File: src/rtl/debounce_fsm_amisha.sv
// Switch debouncer: synchronizer, free-running sample tick, and a 4-state Moore FSM
// that moves the debounced level only after STABLE_TICKS consecutive agreeing samples.
module debounce_fsm_amisha #(
  parameter int SYNC_STAGES  = 2,
  parameter int TICK_BITS    = 19,
  parameter int STABLE_TICKS = 3
) (
  input  logic       clk_amisha,
  input  logic       reset_amisha,
  input  logic       sw_amisha,
  output logic       db_level_amisha,
  output logic       db_tick_amisha,
  output logic       busy_amisha,
  output logic [1:0] state_dbg_amisha
);

  localparam int CW = $clog2(STABLE_TICKS + 1);
  localparam logic [CW-1:0] CNT_INIT = CW'(STABLE_TICKS);

  typedef enum logic [1:0] {
    ZERO  = 2'b00,
    WAIT1 = 2'b01,
    ONE   = 2'b10,
    WAIT0 = 2'b11
  } state_t;

  logic [SYNC_STAGES-1:0] sync_q, sync_d;
  logic [TICK_BITS-1:0]   tick_q, tick_d;
  logic [CW-1:0]          cnt_q, cnt_d;
  state_t                 state_q, state_d;
  logic                   level_q, level_d;
  logic                   pulse_q, pulse_d;
  logic                   busy_q, busy_d;
  logic                   sync_s;
  logic                   m_tick;

  assign sync_d = {sync_q[SYNC_STAGES-2:0], sw_amisha};
  assign sync_s = sync_q[SYNC_STAGES-1];

  // Sample tick is free-running so qualification windows are not aligned to input edges.
  assign tick_d = tick_q + TICK_BITS'(1);
  assign m_tick = &tick_q;

  always_comb begin
    state_d = state_q;
    cnt_d   = cnt_q;
    case (state_q)
      ZERO: begin
        if (sync_s) begin
          state_d = WAIT1;
          cnt_d   = CNT_INIT;
        end
      end
      WAIT1: begin
        if (!sync_s) begin
          state_d = ZERO;
        end else if (m_tick) begin
          if (cnt_q == CW'(1)) state_d = ONE;
          else                 cnt_d   = cnt_q - CW'(1);
        end
      end
      ONE: begin
        if (!sync_s) begin
          state_d = WAIT0;
          cnt_d   = CNT_INIT;
        end
      end
      WAIT0: begin
        if (sync_s) begin
          state_d = ONE;
        end else if (m_tick) begin
          if (cnt_q == CW'(1)) state_d = ZERO;
          else                 cnt_d   = cnt_q - CW'(1);
        end
      end
      default: state_d = ZERO;
    endcase

    // Outputs are decoded from the next state so they register on the same edge.
    level_d = (state_d == ONE) || (state_d == WAIT0);
    busy_d  = (state_d == WAIT1) || (state_d == WAIT0);
    pulse_d = (state_q == WAIT1) && (state_d == ONE);
  end

  always_ff @(posedge clk_amisha or posedge reset_amisha) begin
    if (reset_amisha) begin
      sync_q  <= '0;
      tick_q  <= '0;
      cnt_q   <= '0;
      state_q <= ZERO;
      level_q <= 1'b0;
      pulse_q <= 1'b0;
      busy_q  <= 1'b0;
    end else begin
      sync_q  <= sync_d;
      tick_q  <= tick_d;
      cnt_q   <= cnt_d;
      state_q <= state_d;
      level_q <= level_d;
      pulse_q <= pulse_d;
      busy_q  <= busy_d;
    end
  end

  assign db_level_amisha  = level_q;
  assign db_tick_amisha   = pulse_q;
  assign busy_amisha      = busy_q;
  assign state_dbg_amisha = state_q;

endmodule

File: config.mk
export PLATFORM = sky130hd
export DESIGN_NAME = debounce_fsm_amisha
export DESIGN_NICKNAME = d
export VERILOG_FILES = /design/src/rtl/debounce_fsm_amisha.sv
export SDC_FILE = /design/constraint.sdc
export NUM_CORES = 1
export LEC_CHECK = 0
export ABC_AREA = 0
export CAP_MARGIN = 5
export CORE_AREA = 2 2 66 68
export CTS_BUF_LIST = sky130_fd_sc_hd__clkbuf_8
export DETAILED_ROUTE_END_ITERATION = 10
export DIE_AREA = 0 0 68 70
export PLACE_DENSITY_LB_ADDON = 0.1
export RECOVER_POWER = 25
export SETUP_SLACK_MARGIN = 0.2
export SYNTH_ARGS = -nofsm -noshare
export SYNTH_HDL_FRONTEND = slang
export SYNTH_SLANG_ARGS = --single-unit
File: constraint.sdc
create_clock -name clk_amisha -period 2.4 [get_ports clk_amisha]
set_input_delay 0.48 -clock clk_amisha [delete_from_list [all_inputs] [get_ports clk_amisha]]
set_output_delay 0.48 -clock clk_amisha [all_outputs]
set_load 0.01 [all_outputs]
# ---- Word-level counts from Yosys, hierarchy flattened
# Cells that the tools add are included.
dict set report totals {
  reg_bits 28
  word_cells 42
  ramBits 0
  latchBits 0
  out_inout_bits 5
  inputBits 3
  memories 0
  mem_bits_ro 0
}
dict set report classes {
  bitwise_logic 0
  add_sub_neg 2
  eq_ne 11
  muxes 16
  shifts 0
  div 0
  n_lt_le_gt_ge 0
  multipliers 0
  n_reduce_logical 6
}
# cell n
set ops {}
lappend ops {{$mux W2} 14}
lappend ops {{$add A19 B1 Y19 const B} 1}
lappend ops {{$reduce_and A19 Y1} 1}
lappend ops {{$pmux W2 S4} 2}
lappend ops {{$eq A2 B2 Y1 const B} 4}
lappend ops {{$ne A2 B2 Y1 const B} 4}
lappend ops {{$eq A2 B1 Y1 const B} 3}
lappend ops {{$reduce_and A4 Y1} 1}
lappend ops {{$logic_not A2 Y1} 1}
lappend ops {{$logic_or A1 B1 Y1} 2}
lappend ops {{$sub A2 B1 Y2 const B} 1}
lappend ops {{$logic_and A1 B1 Y1} 1}

# ---- Longest topological paths before layout
dict set report depth {
  depth_word 7
  ltp_mapped 6
  depth_no_buf 6
}

# ---- Worst setup path after synthesis
# OpenSTA, ideal clock, no wires.
dict set report synth_timing {
  kind {flip-flop to flip-flop}
  startpoint {reg tick_q[0]}
  endpoint {reg level_q, in the netlist db_level_amisha}
  stages_incl_launch_ff 7
  slack_ps 613
  t_arrival_ps 1660
  required_ps 2272
  period_less_slack_ps 1787
  setup_ps 128
  n_path_buf 1
  cell_sequence {dfrtp_1 ha_1 nand3_1 or2_1 buf_6 nor4_4 mux2_1}
}
dict set report synth_via {
  elab_chain_len 6
  elab_cells_between_ends 9
  classes_between {2 x eq/ne; 5 x mux; 2 x reduce/logical}
}
# item line_no
set synth_lines {}
lappend synth_lines {{start, declared} 28} ;# logic [TICK_BITS-1:0] tick_q, tick_d;
lappend synth_lines {{start signal, assigned} 96} ;# tick_q <= tick_d;
lappend synth_lines {{$reduce_and A19 Y1 *} 42} ;# assign m_tick = &tick_q;
lappend synth_lines {{$mux W2 (on tied branches)} {71, 57}}
lappend synth_lines {{$mux W2 (on tied branches)} {69, 55}}
lappend synth_lines {{$pmux W2 S4 *} 47} ;# case (state_q)
lappend synth_lines {{$eq A2 B2 Y1} 80} ;# level_d = (state_d == ONE) || (state_d == WAIT0);
lappend synth_lines {{$logic_or A1 B1 Y1 *} 80}
lappend synth_lines {{named net level_d} 31} ;# logic level_q, level_d;
lappend synth_lines {{end signal, assigned} 99} ;# level_q <= level_d;
lappend synth_lines {{end, declared} 31}
# Mark *: on every way through the listed nets, which the timed path passes. The rest lies on a longest branch.
# A chain may end at the register's enable or synchronous reset.

# ---- Worst setup path after layout
# Same ends and word-level chain as after synthesis.

==> impl_metrics.json <==
{
  "wl_per_cell_um": 12.1,
  "yosysMostFrequentCell": "dfrtp_1",
  "viasPerCell": 4.66,
  "grt_first_pass_wirelength_um": 3600,
  "reg2reg_to": "db_level_amisha",
  "grt-ovfl-total": 0,
  "grt_usage_pct": 10.1,
  "num_rows": 24,
  "max_stage_delay_ns": 0.40,
  "finalHoldViolCount": 0,
  "path_buf_inv": 0,
  "finish.utilization_pct": 33.5,
  "final_cell_area_sq_um": 1390,
  "period_share_pct": 80.9,
  "hold_buffers": 0,
  "tns_ns": 0,
  "antennaDiodeCount": 0,
  "post_dp_cell_area_sq_um": 1350,
  "synth_cell_types": 33,
  "fin_crit_ns": 1.94,
  "ys_warn_count": 0,
  "synthTopCellsByArea": "dfrtp_1, xor2_1, xnor2_1, nand3_1, nand2_1",
  "cts-buffers-inserted": 3,
  "drt_pass1_iterations": 3,
  "relSlewSlack_pct": 67.8,
  "crit_fanout": 7,
  "synthTopCellsByCount": "dfrtp_1, xor2_1, xnor2_1",
  "holdWs_ns": 0.355,
  "antenna_left": 0,
  "p_leak_nw": 0.661,
  "setup_ws_ns": 0.459,
  "io_buffers": 7,
  "first_global_vias": 792,
  "r2r_start": "tick_q[0]",
  "cts.sinks": 27,
  "grt_max_degree": 27,
  "dieArea_sq_um": 4760,
  "postCtsSetupBuffers": 0,
  "fin_skew_ns": 0.00199,
  "cts_resized": 0,
  "min_to": "sync_q[1]",
  "worstMarginPinSlew_ns": 0.479,
  "worstSetupStartpointType": "register",
  "die_w_um": 68,
  "finalWirelength_um": 2040,
  "crit_path_cell_trace": "ha_1 -> nand3_1 -> or2_1 -> nor4_4 -> mux2_1",
  "core-area_sq_um": 4140,
  "async_reset_ff_share_pct": 100,
  "drt_iter0_drc": 31,
  "slew_viol_final": 0,
  "outcome": "complete, no violations",
  "seq_area_frac_synth_pct": 55.2,
  "vias": 783,
  "syn_nets": 112,
  "place_ws_ns": 0.471,
  "final_nets": 122,
  "worstSetupStartpoint": "tick_q[0]",
  "required_ns": 2.56,
  "syn_to_final_growth_pct": 13.5,
  "cap_violations": 0,
  "cts_buffer_depth": 2,
  "cp-end-kind": "register",
  "synth_top_cell_area_share_pct": 55.2,
  "synth_ff_type": "dfrtp_1",
  "antenna_found_initial": 0,
  "postSynthAreaPerCell_sq_um": 11.4,
  "min_from": "sync_q[0]",
  "slowest_stage": "nor4_4",
  "synth_area_leader_cell": "dfrtp_1",
  "arrival_ns": 2.10,
  "synth_seq_cells": 27,
  "max_freq_mhz": 515,
  "synth_edf_count": 0,
  "synth_area_sq_um": 1220,
  "gp_congestion": 0.678,
  "dp_cells": 164,
  "critical_path_class": "register to register",
  "drive_gt1_share_pct": 7.76,
  "root_buffer": "clkbuf_8",
  "synthCells": 107,
  "holdPathStages": 0,
  "power.density_nw_per_um2": 544,
  "chipHeight_um": 70,
  "cts_tree": "done",
  "clkLatencyLatePin_ns": 0.27,
  "r2r_slack_ns": 0.46,
  "setup_viol": 0,
  "critPathTopFamily": "simple AND/OR/NAND/NOR gates",
  "start_util_pct": 29.6,
  "reg2regPathDepth": 5,
  "post-dp-hpwl_um": 1470,
  "total_power_mw": 0.757,
  "path_clk_slew_ns": 0.09,
  "ioPinCount": 8,
  "fin_cells": 168,
  "h-tree-depth": 1,
  "irDropWorstVdd_mv": 0.320,
  "hold_path_class": "register to register",
  "rsz0062_at_grt": "no",
  "route.detailed.drc": 0
}
-- kinds of logic (layout without fill, tap and decap cells) --
group | count (synthesis) | after routing | share of synthesized area [%]
xor+xnor | 19 | 19 | 13.6
mux | 2 | 2 | 1.84
compound gates | 4 | 4 | 2.35
flops | 27 | 27 | 55.2
fa+ha+maj | 2 | 2 | 2.04
simple gates | 44 | 44 | 21.3
buf+inv | 9 | 18 | 3.68
-- per-layer routing --
| layer | global-route usage [%] | up-vias | wire length (um) |
|---|---|---|---|
| met5 | 0 | - | 0 |
| met4 | 2.67 | 0 | 17 |
| met3 | 3.86 | 2 | 62 |
| met2 | 16.2 | 4 | 1020 |
| met1 | 12.6 | 396 | 936 |
| li1 | - | 381 | - |
-- power breakdown --
part	total (mW)	switching (mW)	internal (mW)
registers	0.468	0.00546	0.463
logic	0.0381	0.0217	0.0163
clock network	0.251	0.136	0.115
-- cell type report --
cell class / count / area, sq um
fillers: 429 / 2750
clock inverters: 1 / 3.75
inverters: 6 / 22.5
repair buffers: 8 / 77.6
flip-flops and latches: 27 / 676
clock buffers: 3 / 41.3
well taps: 52 / 65.1
multi-input cells: 71 / 504
-- state kept, by name, indices dropped and copies added, names as in the netlist --
register and cells:
tick_q 19, cnt_q 2, sync_q 2, busy_amisha 1, db_level_amisha 1, db_tick_amisha 1
state_dbg_amisha 1
-- cell usage in the layout, fill, tap and decap left out, types with 3 or more instances in the layout --
cell type and count:
clkbuf_8 3, clkdlybuf4s50_1 5, dfrtp_1 27, inv_1 6, nand2_1 7, nand3_1 6
nand4_1 4, nor2_1 7, nor3_1 5, xnor2_1 9, xor2_1 10
-- worst max-delay path by stage --
stage                      endpoint  slack, ns  cells after the start
floorplan           db_level_amisha       0.61                      6
CTS                 db_level_amisha       0.45                      5
finish              db_level_amisha       0.46                      5
global placement    db_level_amisha       0.52                      5
detailed placement  db_level_amisha       0.47                      5
global route        db_level_amisha       0.31                      5
Power figures use the tool's default switching activity.
==> patch: new RTL, config.mk and constraints unchanged <==
Make the reset (`reset_amisha`) synchronous in one clocked block.
--- a/src/rtl/debounce_fsm_amisha.sv
+++ b/src/rtl/debounce_fsm_amisha.sv
@@ -82,7 +82,7 @@
     pulse_d = (state_q == WAIT1) && (state_d == ONE);
   end
 
-  always_ff @(posedge clk_amisha or posedge reset_amisha) begin
+  always_ff @(posedge clk_amisha) begin
     if (reset_amisha) begin
       sync_q  <= '0;
       tick_q  <= '0;
Formal check against the unedited RTL: differs if reset_amisha is asserted again (counterexample within 4 cycles, from zero or initial values and one cycle with reset_amisha high); with reset_amisha held inactive, the same outputs for 10 cycles.
==> patch against the original RTL <==
- combinational power shrank 19%
- global-route usage rose by 0.66 points
- critical path depth stayed put
- power fell by 1.0%
- cell count up 13%
- sequential cell count unchanged
- highest routed layer unchanged
- routed wire length is 12% higher
- setup slack improved by 0.088 ns
- cell area down 2.6%
- first-iteration DRC count down 6.5%
- die area stayed put
- area after synthesis fell by 3.0%
==> patch: results (changes against the original RTL) <==
stage	metric	value	unit	change
setup_path	slowest_delay	0.42	ns	was 0.40 ns
setup_path	regToRegSetupSlack	0.55	ns	was 0.46 ns
setup_path	cpMaxStageDelayCell	or3_4		was nor4_4
outcome	outcome	finished, final reports clean		unchanged
global_routing	grt_pass1_wl	3.98	mm	was 3.60 mm
global_routing	use_met3	2.90	%	was 3.86%
sta	relSlewSlack	52.5	%	was 67.8%
place	dp_hpwl	1.71	mm	was 1.47 mm
synthesis	synth_area_leaders	dfxtp_1 (45%), xnor2_1 (5.9%), nor2_1 (5.4%), xor2_1 (5.2%), nand3_1 (4.6%)		was dfrtp_1 (55%), xor2_1 (7.2%), xnor2_1 (6.4%), nand3_1 (2.5%), nand2_1 (2.1%)
global_routing	track_usage	10.8	%	was 10.1%
pwr	peakVddDrop	0.000153	V	was 0.000320 V
place	dp_slack	0.570	ns	was 0.471 ns
routing	firstDrtPassIters	4		was 3
routing	wl	2.29	mm	was 2.04 mm
synthesis	ys_seq_area_share	45.5	%	was 55.2%
place	place_congestion	0.763		was 0.678
global_routing	use_met2	16.1	%	was 16.2%
finish	stdcell_count	189		was 168
global_routing	grt_max_degree	18		was 27
synthesis	synth_nets	134		was 112
synthesis	synth-async-reset-ratio	0	%	was 100%
setup_path	crit_start	tick_q[0]		unchanged
synthesis	syn_inst	129		was 107
sta	finalHoldWorstSlack	0.449	ns	was 0.355 ns
finish	layout-drive-gt1-share	5.11	%	was 7.76%
setup_path	crit_fanout	6		was 7
synthesis	synth_common_cells	dfxtp_1 (27), nor2_1 (17), nand3_1 (11), xnor2_1 (8)		was dfrtp_1 (27), xor2_1 (10), xnor2_1 (9), nand2_1 (7), nor2_1 (7)
hold_path	min_from	sync_q[0]		unchanged
routing	viasPerCell	4.90		was 4.66
sta	period_minus_slack	1.85	ns	was 1.94 ns
pwr	p_leak	0.449	nW	was 0.661 nW
global_routing	grtUsageMet1	14.6	%	was 12.6%
patch: changes by cell type after synthesis, moves of 3 or more:
cell and change:
dfrtp_1 -27, dfxtp_1 +27, nor2_1 +10, a21oi_1 +5, nand3_1 +5, nor2b_1 +4
inv_1 -3, xor2_1 -3
patch: power breakdown:
part	total (mW)	switching, mW	internal (mW)	leakage (nW)
combinational	0.0308	0.0163	0.0145	0.204
sequential	0.463	0.00715	0.456	0.219
clock	0.254	0.140	0.115	0.0269
patch: per-stage QoR:
| stage | utilization (%) | cell area (sq um) | power (mW) |
|---|---|---|---|
| detailed placement | 31.7 | 1310 | 0.506 |
| floorplan | - | 1190 | 0.495 |
| global placement | 31.7 | 1310 | 0.506 |
| finish | 32.7 | 1350 | 0.749 |
| CTS | 32.8 | 1360 | 0.765 |
| global route | 32.7 | 1350 | 0.793 |
patch: logic make-up after synthesis:
kind of cell / count (synthesis) / synth area share, %
fa+ha+maj: 2 / 2.10
buf+inv: 6 / 2.21
simple gates: 63 / 29.9
flops: 27 / 45.5
compound gates: 15 / 8.32
mux: 1 / 0.947
xor+xnor: 15 / 11.1
patch: worst paths after layout:
kind,endpoint,cells past startpoint
hold reg to reg,sync_q[1],1
setup / recovery,tick_q[18],5
hold / removal,sync_q[1],1
setup reg to reg,tick_q[18],5
patch: worst register-to-register path, delay by kind of cell, from the launching register on:
family / cells / cell delay [ns]
flops: 1 / 0.40
compound gates: 1 / 0.14
simple gates: 3 / 1.03
fa+ha+maj: 1 / 0.22
patch: final cells by class:
class / instances / area, sq um
Clock buffer: 3 / 41.3
Inverter: 2 / 7.51
Fill cell: 471 / 2790
Sequential cell: 27 / 541
Timing Repair Buffer: 8 / 73.8
Clock inverter: 1 / 3.75
Tap cell: 52 / 65.1
Multi-Input combinational cell: 96 / 622
patch: per-layer routing:
layer / wire (um) / vias to the layer above
met2: 1110 / 9
li1: - / 476
met3: 51 / 4
met1: 1100 / 438
met4: 27 / 0
met5: 0 / -
